## config.mk

```make
export PLATFORM = sky130hd
export DESIGN_NAME = alu_issue_stage
export DESIGN_NICKNAME = d
export VERILOG_FILES = /design/src/rtl/alu_pkg.sv /design/src/rtl/alu_ctrl_decode.sv /design/src/rtl/alu_issue_stage.sv
export SDC_FILE = /design/constraint.sdc
export NUM_CORES = 1
export LEC_CHECK = 0
export CORE_MARGIN = 3
export CORE_UTILIZATION = 30
export DETAILED_ROUTE_END_ITERATION = 10
export GPL_TIMING_DRIVEN = 0
export PLACE_DENSITY = 0.64
export SLEW_MARGIN = 0
export SYNTH_ARGS = -nofsm -noshare
export SYNTH_HDL_FRONTEND = slang
export SYNTH_SLANG_ARGS = --single-unit
```

## constraint.sdc

```tcl
create_clock -name clk -period 1.5 [get_ports clk]
set_input_delay 0.15 -clock clk [delete_from_list [all_inputs] [get_ports clk]]
set_output_delay 0.15 -clock clk [all_outputs]
set_load 0.02 [all_outputs]
```

## src/rtl/alu_pkg.sv

```systemverilog
// Shared ALU definitions: control codes, ALUOp encodings and the issue-buffer entry layout.
package alu_pkg;

    localparam int XLEN   = 64;
    localparam int CTRL_W = 4;

    localparam logic [CTRL_W-1:0] ALU_AND = 4'b0000;
    localparam logic [CTRL_W-1:0] ALU_OR  = 4'b0001;
    localparam logic [CTRL_W-1:0] ALU_ADD = 4'b0010;
    localparam logic [CTRL_W-1:0] ALU_SUB = 4'b0110;
    localparam logic [CTRL_W-1:0] ALU_NOR = 4'b1100;
    localparam logic [CTRL_W-1:0] ALU_ILL = 4'b1111;

    localparam logic [1:0] ALUOP_LDST  = 2'b00;
    localparam logic [1:0] ALUOP_BEQ   = 2'b01;
    localparam logic [1:0] ALUOP_RTYPE = 2'b10;
    localparam logic [1:0] ALUOP_NOR   = 2'b11;

    localparam logic [2:0] F3_ADDSUB = 3'b000;
    localparam logic [2:0] F3_OR     = 3'b110;
    localparam logic [2:0] F3_AND    = 3'b111;

    typedef struct packed {
        logic [XLEN-1:0]   a;
        logic [XLEN-1:0]   b;
        logic [CTRL_W-1:0] control;
        logic              illegal;
    } alu_entry_t;

endpackage

```

## src/rtl/alu_ctrl_decode.sv

```systemverilog
// Combinational ALU control decode from (ALUOp, funct3, funct7 bit 30).
module alu_ctrl_decode
    import alu_pkg::*;
(
    input  logic [1:0]        alu_op,
    input  logic [2:0]        funct3,
    input  logic              funct7_b30,
    output logic [CTRL_W-1:0] control,
    output logic              illegal
);

    always_comb begin
        control = ALU_ILL;
        illegal = 1'b0;
        case (alu_op)
            ALUOP_LDST: control = ALU_ADD;
            ALUOP_BEQ:  control = ALU_SUB;
            ALUOP_NOR:  control = ALU_NOR;
            default: begin
                case (funct3)
                    F3_ADDSUB: control = funct7_b30 ? ALU_SUB : ALU_ADD;
                    F3_AND:    control = ALU_AND;
                    F3_OR:     control = ALU_OR;
                    // unsupported R-type ops flow to the ALU as 1111, which it resolves to 0
                    default: begin
                        control = ALU_ILL;
                        illegal = 1'b1;
                    end
                endcase
            end
        endcase
    end

endmodule

```

## src/rtl/alu_issue_stage.sv

```systemverilog
// ID->EX issue stage: decode, operand-B select and a 2-entry valid/ready elastic buffer.
// Optional performance counters are enabled with the ALU_ISSUE_PERF_EN macro.
module alu_issue_stage
    import alu_pkg::*;
#(
    parameter int DATA_WIDTH = XLEN,
    parameter int CTRL_WIDTH = CTRL_W
) (
    input  logic                  clk,
    input  logic                  reset_n,
    input  logic                  in_valid,
    output logic                  in_ready,
    input  logic [1:0]            alu_op,
    input  logic [2:0]            funct3,
    input  logic                  funct7_b30,
    input  logic                  alu_src,
    input  logic [DATA_WIDTH-1:0] rs1_data,
    input  logic [DATA_WIDTH-1:0] rs2_data,
    input  logic [DATA_WIDTH-1:0] imm,
    output logic                  out_valid,
    input  logic                  out_ready,
    output logic [DATA_WIDTH-1:0] out_a,
    output logic [DATA_WIDTH-1:0] out_b,
    output logic [CTRL_WIDTH-1:0] out_control,
`ifdef ALU_ISSUE_PERF_EN
    output logic [31:0]           issue_count,
    output logic [31:0]           stall_count,
`endif
    output logic                  out_illegal
);

    typedef enum logic [1:0] {EMPTY, ONE, FULL} state_t;

    state_t                state, state_nxt;
    alu_entry_t            entry_in, entry_p0, entry_p1;
    logic [CTRL_WIDTH-1:0] dec_control;
    logic                  dec_illegal;
    logic                  push, pop;
    logic                  ld_head_in, ld_head_tail, ld_tail;

    alu_ctrl_decode u_dec (
        .alu_op     (alu_op),
        .funct3     (funct3),
        .funct7_b30 (funct7_b30),
        .control    (dec_control),
        .illegal    (dec_illegal)
    );

    assign entry_in = '{a:       rs1_data,
                        b:       alu_src ? imm : rs2_data,
                        control: dec_control,
                        illegal: dec_illegal};

    // Handshake flags depend on the state register alone, so there is no in->out ready path.
    assign in_ready  = (state != FULL);
    assign out_valid = (state != EMPTY);
    assign push      = in_valid & in_ready;
    assign pop       = out_valid & out_ready;

    always_ff @(posedge clk or negedge reset_n) begin
        if (!reset_n) state <= EMPTY;
        else          state <= state_nxt;
    end

    always_comb begin
        state_nxt    = state;
        ld_head_in   = 1'b0;
        ld_head_tail = 1'b0;
        ld_tail      = 1'b0;
        case (state)
            EMPTY: begin
                if (push) begin
                    state_nxt  = ONE;
                    ld_head_in = 1'b1;
                end
            end
            ONE: begin
                if (push && pop) begin
                    ld_head_in = 1'b1;
                end else if (push) begin
                    state_nxt = FULL;
                    ld_tail   = 1'b1;
                end else if (pop) begin
                    state_nxt = EMPTY;
                end
            end
            FULL: begin
                if (pop) begin
                    state_nxt    = ONE;
                    ld_head_tail = 1'b1;
                end
            end
            default: state_nxt = EMPTY;
        endcase
    end

    // ---- buffer stage: p0 is the head presented to EX, p1 the waiting entry
    always_ff @(posedge clk or negedge reset_n) begin
        if (!reset_n) begin
            entry_p0 <= '0;
            entry_p1 <= '0;
        end else begin
            if (ld_head_in)        entry_p0 <= entry_in;
            else if (ld_head_tail) entry_p0 <= entry_p1;
            if (ld_tail)           entry_p1 <= entry_in;
        end
    end

    assign out_a       = entry_p0.a;
    assign out_b       = entry_p0.b;
    assign out_control = entry_p0.control;
    assign out_illegal = entry_p0.illegal;

`ifdef ALU_ISSUE_PERF_EN
    always_ff @(posedge clk or negedge reset_n) begin
        if (!reset_n) begin
            issue_count <= '0;
            stall_count <= '0;
        end else begin
            if (pop)                    issue_count <= issue_count + 32'd1;
            if (out_valid && !out_ready) stall_count <= stall_count + 32'd1;
        end
    end
`endif

endmodule

```

Yosys cells after proc, flatten, opt, wreduce, memory -nomap -nowiden --
Index checks and enable logic that the tools add are counted. Widths: inputs -> output; s select.
Storage, ports and cells: word-level logic and storage cells 52, output and inout port bits 135, input port bits 203, register bits 268
Operators by class: multiplexer cells 21, bitwise gates (word level) 2, eq/ne operators 11, reduce and logical (&&, ||, !) cells 9
Operators with widths (number):
- $mux 133 | 2
- $mux 64 | 1
- $pmux 4 s3 | 2
- $mux 2 | 5
- $mux 1 | 8
- $ne 2x2->1 const B | 4
- $eq 3x3->1 const B | 2
- $pmux 2 s3 | 1
- $reduce_or 3->1 | 2
- $eq 2x1->1 const B | 2
- $eq 2x2->1 const B | 2
- $logic_not 2->1 | 2
- $reduce_and 4->1 | 1
- $reduce_bool 2->1 | 2
- $logic_not 3->1 | 1
- $mux 3 | 1
- $ne 3x3->1 const B | 1
- $and 1x1->1 | 2
- $pmux 1 s2 | 1
- $logic_and 1x1->1 | 1

Longest topological paths before layout --
word-level depth 6, mapped depth 7

Cells and area by module --
From an unflattened synthesis, not the netlist that was laid out.
Second synthesis, totals: cell total of the unflattened synthesis 1236, area, all modules 13168.9 sq um
Modules (own cells, without submodules):
- alu_issue_stage | area an instance 13098.8 sq um, times used 1, cells an instance 1224
- alu_ctrl_decode | area an instance 70.1 sq um, times used 1, cells an instance 12

Worst setup path after synthesis --
Ideal clock, no wire load.
path type register to register, start point register state[1], end point register entry_p0 (netlist bit out_b[61]), required time 1.382 ns, stages on the path, launching flop included 7, path buffers 2, path slack 0.041 ns, arrival 1.341 ns, clock period less this slack 1.459 ns, cell sequence dfrtp_1 nand2b_1 nor2_4 buf_4 buf_2 a211oi_1 a21o_1
On the way: longest elaborated chain between the ends 6, elaborated cells on any way between the ends 15, those cells by class eq/ne (3); mux (6); bitwise (2); reduce/logical (4)
RTL lines:
- from (decl) | line alu_issue_stage.sv:34 | state_t state, state_nxt;
- from (signal assigned) | line alu_issue_stage.sv:62 | else state <= state_nxt;
- $ne 2x2->1 / $reduce_bool 2->1 (equally long branches) | line alu_issue_stage.sv:55, alu_issue_stage.sv:56
- $and 1x1->1, on equally long branches | line alu_issue_stage.sv:57, alu_issue_stage.sv:58
- $logic_and 1x1->1 | line alu_issue_stage.sv:78 | if (push && pop) begin
- $mux 1 | line alu_issue_stage.sv:78
- $pmux 1 s2 | line alu_issue_stage.sv:70 | case (state)
- $mux 133 / $reduce_bool 2->1 (equally long branches)
- to (signal assigned) | line alu_issue_stage.sv:103 | if (ld_head_in) entry_p0 <= entry_in;
- to (signal assigned) | line alu_issue_stage.sv:104 | else if (ld_head_tail) entry_p0 <= entry_p1;
- to (decl) | line alu_issue_stage.sv:35 | alu_entry_t entry_in, entry_p0, entry_p1;
Parallel ways exist; a longest one is shown, timed or not. A chain may end at the register's enable or synchronous reset.

Worst setup path in the final report --
start point register state[1], end point register entry_p0 (netlist bit out_b[23])
The elaborated chain is that of the path after synthesis.

==> results.sh <==
export IMPL_synth_cell_area_um2=11800
export IMPL_io_pins=338
export IMPL_grt_max_degree=121
export IMPL_reg2reg_from="state[1]$_DFFE_PN0P_"
export IMPL_post_synth_most_frequent_cells="sky130_fd_sc_hd__nand2_1, sky130_fd_sc_hd__dfrtp_1, sky130_fd_sc_hd__o21ai_0, sky130_fd_sc_hd__a21oi_1, sky130_fd_sc_hd__nor2_1"
export IMPL_num_rows=72
export IMPL_post_synth_inst_count=1261
export IMPL_grt_antenna_before_repair=2
export IMPL_initial_core_util_pct=30.5
export IMPL_cp_required_ns=1.95
export IMPL_worstMarginPinSlew_ns=0.636
export IMPL_timing_critical_path_cells="buf_6 -> nand2b_4 -> nor2_4 -> buf_12 -> buf_6 -> buf_12 -> clkbuf_16 -> a211oi_4 -> a21o_1"
export IMPL_dominantRegCellSynth="sky130_fd_sc_hd__dfrtp_1"
export IMPL_max_clock_path_buffers=3
export IMPL_critical_path_slowest_cell="sky130_fd_sc_hd__dfrtp_2"
export IMPL_insertion_delay_ns=0.57
export IMPL_tritoncts="done"
export IMPL_drt_iter0_drc=489
export IMPL_clock_sinks=268
export IMPL_synth_lib_cells_used_distinct=29
export IMPL_numCtsBuffers=31
export IMPL_rsz0062_at_grt="yes"
export IMPL_cts_htree_levels=1
export IMPL_num_fill_cells=3411
export IMPL_critPathMaxStageDelay_ns=0.44
export IMPL_criticalPathCategory="reg -> reg"
export IMPL_average_instance_area_after_synthesis_um2=9.39
export IMPL_drt_drc_violations_left=0
export IMPL_ys_ff_latch=268
export IMPL_rrSetupSlack_ns=-0.25
export IMPL_relative_slew_slack_pct=57.6
export IMPL_async_sr_flop_fraction_pct=100
export IMPL_clock_transition_at_path_regs_ns=0.06
export IMPL_power_leakage_uw=0.00967
export IMPL_antenna_diode_count=0
export IMPL_failing_checks="negative setup slack"
export IMPL_cts_root_buffer="sky130_fd_sc_hd__clkbuf_16"
export IMPL_timing_reg2reg_worst_path_depth=9
export IMPL_flow_area_growth_from_synthesis_pct=74.9
export IMPL_detail_route_vias_per_cell=4.97
export IMPL_final_util_pct=53.4
export IMPL_max_freq_mhz=570
export IMPL_floorplan_core_area_um2=38800
export IMPL_max_vdd_ir_drop_mv=0.923
export IMPL_netlist_top_cell_by_area="sky130_fd_sc_hd__dfrtp_1"
export IMPL_route_antenna_remaining_nets=0
export IMPL_outcome="complete, but fails checks"
export IMPL_syn_nets=1464
export IMPL_fin_nets=1925
export IMPL_detailedPlacementHpwl_um=28300
export IMPL_worst_clock_skew_ns=0.0145
export IMPL_yosys_cell_count_top_type="sky130_fd_sc_hd__nand2_1"
export IMPL_grt_first_pass_wirelength_um=65200
export IMPL_synth_enable_flop_cells=0
export IMPL_place_port_buffers=336
export IMPL_final_period_minus_worst_setup_slack_ns=1.75
export IMPL_drv_cap=0
export IMPL_drt_first_pass_iters=4
export IMPL_layout_setup_ws_ns=-0.255
export IMPL_part_of_the_cycle_the_worst_path_needs_pct=117
export IMPL_path_max_fanout=7
export IMPL_r2r_end="out_b[23]$_DFFE_PN0P_"
export IMPL_grt_remaining_overflow=0
export IMPL_post_route_cells_drive_above_1_share_pct=30.3
export IMPL_startpoint_type="flop"
export IMPL_count_of_synthesis_stage_warnings_from_yosys=0
export IMPL_holdCritPathClass="in -> async"
export IMPL_slew_viol_final=0
export IMPL_post_synth_main_area_contributors="sky130_fd_sc_hd__dfrtp_1, sky130_fd_sc_hd__nand2_1, sky130_fd_sc_hd__mux2i_1"
export IMPL_drt_wl_total_um=44900
export IMPL_die_area_um2=41900
export IMPL_critPathCaptureType="flop"
export IMPL_cellPowerDensity_nw_per_um2=1570
export IMPL_synth_sequential_area_ratio_pct=56.6
export IMPL_detail_route_wl_per_cell_um=19.8
export IMPL_place_congestion=0.801
export IMPL_worst_ep_arrival_time_ns=2.20
export IMPL_final_hold_violation_count=0
export IMPL_placed_cell_area_um2=15900
export IMPL_floorplan_die_height_um=205
export IMPL_gr_usage_all_layers_pct=19.8
export IMPL_synth_top_area_share_pct=56.6
export IMPL_die_width_um=205
export IMPL_first_global_vias=11254
export IMPL_route_vias_total=11249
export IMPL_finished_layout_cell_area_um2=20700
export IMPL_timing_final_setup_violations=270
-- worst max path at each step --
stage                              start                        end  slack [ns]  depth (start not counted)
detailed placement             out_ready      out_b[62]$_DFFE_PN0P_       -0.91                          8
floorplan           state[1]$_DFFE_PN0P_      out_b[61]$_DFFE_PN0P_        0.04                          6
global placement                 reset_n  entry_p1[117]$_DFFE_PN0P_      -11.40                          1
global route        state[1]$_DFFE_PN0P_      out_b[62]$_DFFE_PN0P_       -0.31                          9
finish              state[1]$_DFFE_PN0P_      out_b[23]$_DFFE_PN0P_       -0.25                          9
CTS                 state[1]$_DFFE_PN0P_      out_b[22]$_DFFE_PN0P_       -0.25                         10
-- routing by layer --
| metal | vias up | share of wire [%] | GRT usage, % |
|---|---|---|---|
| met4 | 4 | 1.8 | 3.37 |
| met1 | 5591 | 41 | 25.1 |
| met2 | 348 | 50 | 34.3 |
| li1 | 5251 | - | - |
| met3 | 55 | 7.0 | 5.43 |
| met5 | - | 0.047 | 0 |
-- stage by stage --
| stage | setup TNS [ns] | power, uW | std cells | hold WS (ns) | setup slack (ns) |
|---|---|---|---|---|---|
| global placement | -3223.20 | 21700 | 2115 | 0.456 | -11.40 |
| finish | -30.88 | 32500 | 2265 | 0.133 | -0.255 |
| detailed placement | -181.40 | 21900 | 2117 | 0.139 | -0.915 |
| floorplan | 0 | 16700 | 1261 | -0.146 | 0.0410 |
| CTS | -20.43 | 30700 | 2234 | 0.114 | -0.249 |
| global route | -50.31 | 34300 | 2265 | 0.134 | -0.312 |
-- registers in the layout, summed over array words and instances, names as in the netlist --
| name | cells |
|---|---|
| out_b | 64 |
| state | 2 |
| out_control | 4 |
| out_a | 64 |
| entry_p1 | 133 |
| out_illegal | 1 |
-- cell families after synthesis --
logic type	after synthesis	synth area share (%)
simple gates	485	15.8
compound gates	343	18.1
flops	268	56.6
mux	64	5.41
buf+inv	101	4.03
-- final cells by class --
class / instances / area, um2 / share of cell area, %
repair buffers: 432 / 5100 / 24.6
clock buffers: 43 / 881 / 4.25
clock inverters: 15 / 160 / 0.773
flip-flops and latches: 268 / 6710 / 32.4
well taps: 518 / 648 / 3.13
multi-input cells: 892 / 5900 / 28.5
plain buffers: 97 / 1330 / 6.40
-- repair_timing --
| item | CTS | global route |
|---|---|---|
| gates cloned | 23 | 27 |
| hold buffers | 1 | 0 |
| pin swaps | 72 | 182 |
| endpoints found under the hold margin | 65 | 0 |
| endpoints found under the setup margin | 402 | 294 |
| resized for setup | 507 | 409 |
| setup buffers | 36 | 14 |
-- cells in the final DEF (no fill, tap or decap), types with 4 or more instances in the layout --
master,netlist,layout
sky130_fd_sc_hd__buf_8,0,48
sky130_fd_sc_hd__buf_12,0,39
sky130_fd_sc_hd__a211oi_4,0,4
sky130_fd_sc_hd__dlygate4sd2_1,0,125
sky130_fd_sc_hd__clkbuf_2,0,6
sky130_fd_sc_hd__clkbuf_16,0,60
sky130_fd_sc_hd__nor2_2,0,27
sky130_fd_sc_hd__a211oi_2,0,40
sky130_fd_sc_hd__nor2_1,68,29
sky130_fd_sc_hd__o21ai_2,0,30
sky130_fd_sc_hd__buf_16,0,16
sky130_fd_sc_hd__buf_6,0,25
sky130_fd_sc_hd__o21ai_0,73,5
sky130_fd_sc_hd__buf_4,8,20
sky130_fd_sc_hd__nand2_2,0,100
sky130_fd_sc_hd__clkinv_2,0,9
sky130_fd_sc_hd__clkbuf_8,0,7
sky130_fd_sc_hd__a21oi_2,0,7
sky130_fd_sc_hd__nand2_1,399,255
sky130_fd_sc_hd__a21o_1,64,64
sky130_fd_sc_hd__a31oi_1,64,59
sky130_fd_sc_hd__o21ai_1,0,38
sky130_fd_sc_hd__mux2i_1,64,64
sky130_fd_sc_hd__dfrtp_1,268,266
sky130_fd_sc_hd__buf_2,54,7
sky130_fd_sc_hd__a21oi_1,71,63
sky130_fd_sc_hd__clkdlybuf4s50_1,0,200
sky130_fd_sc_hd__nor2_4,1,13
sky130_fd_sc_hd__a211oi_1,64,20
sky130_fd_sc_hd__clkdlybuf4s15_1,0,6
sky130_fd_sc_hd__clkbuf_1,33,6
sky130_fd_sc_hd__nand2_4,0,43
-- critical path: cells and delay by family (launching register included) --
family	cells	cell delay [ns]
flops	1	0.44
compound gates	2	0.23
simple gates	2	0.29
buf+inv	5	0.67
-- power by group --
part	internal [uW]	switching, uW
Combinational	6220	6700
Sequential	9940	1890
Clock	4600	3130
Note: power is estimated with default switching activity, not from simulation.
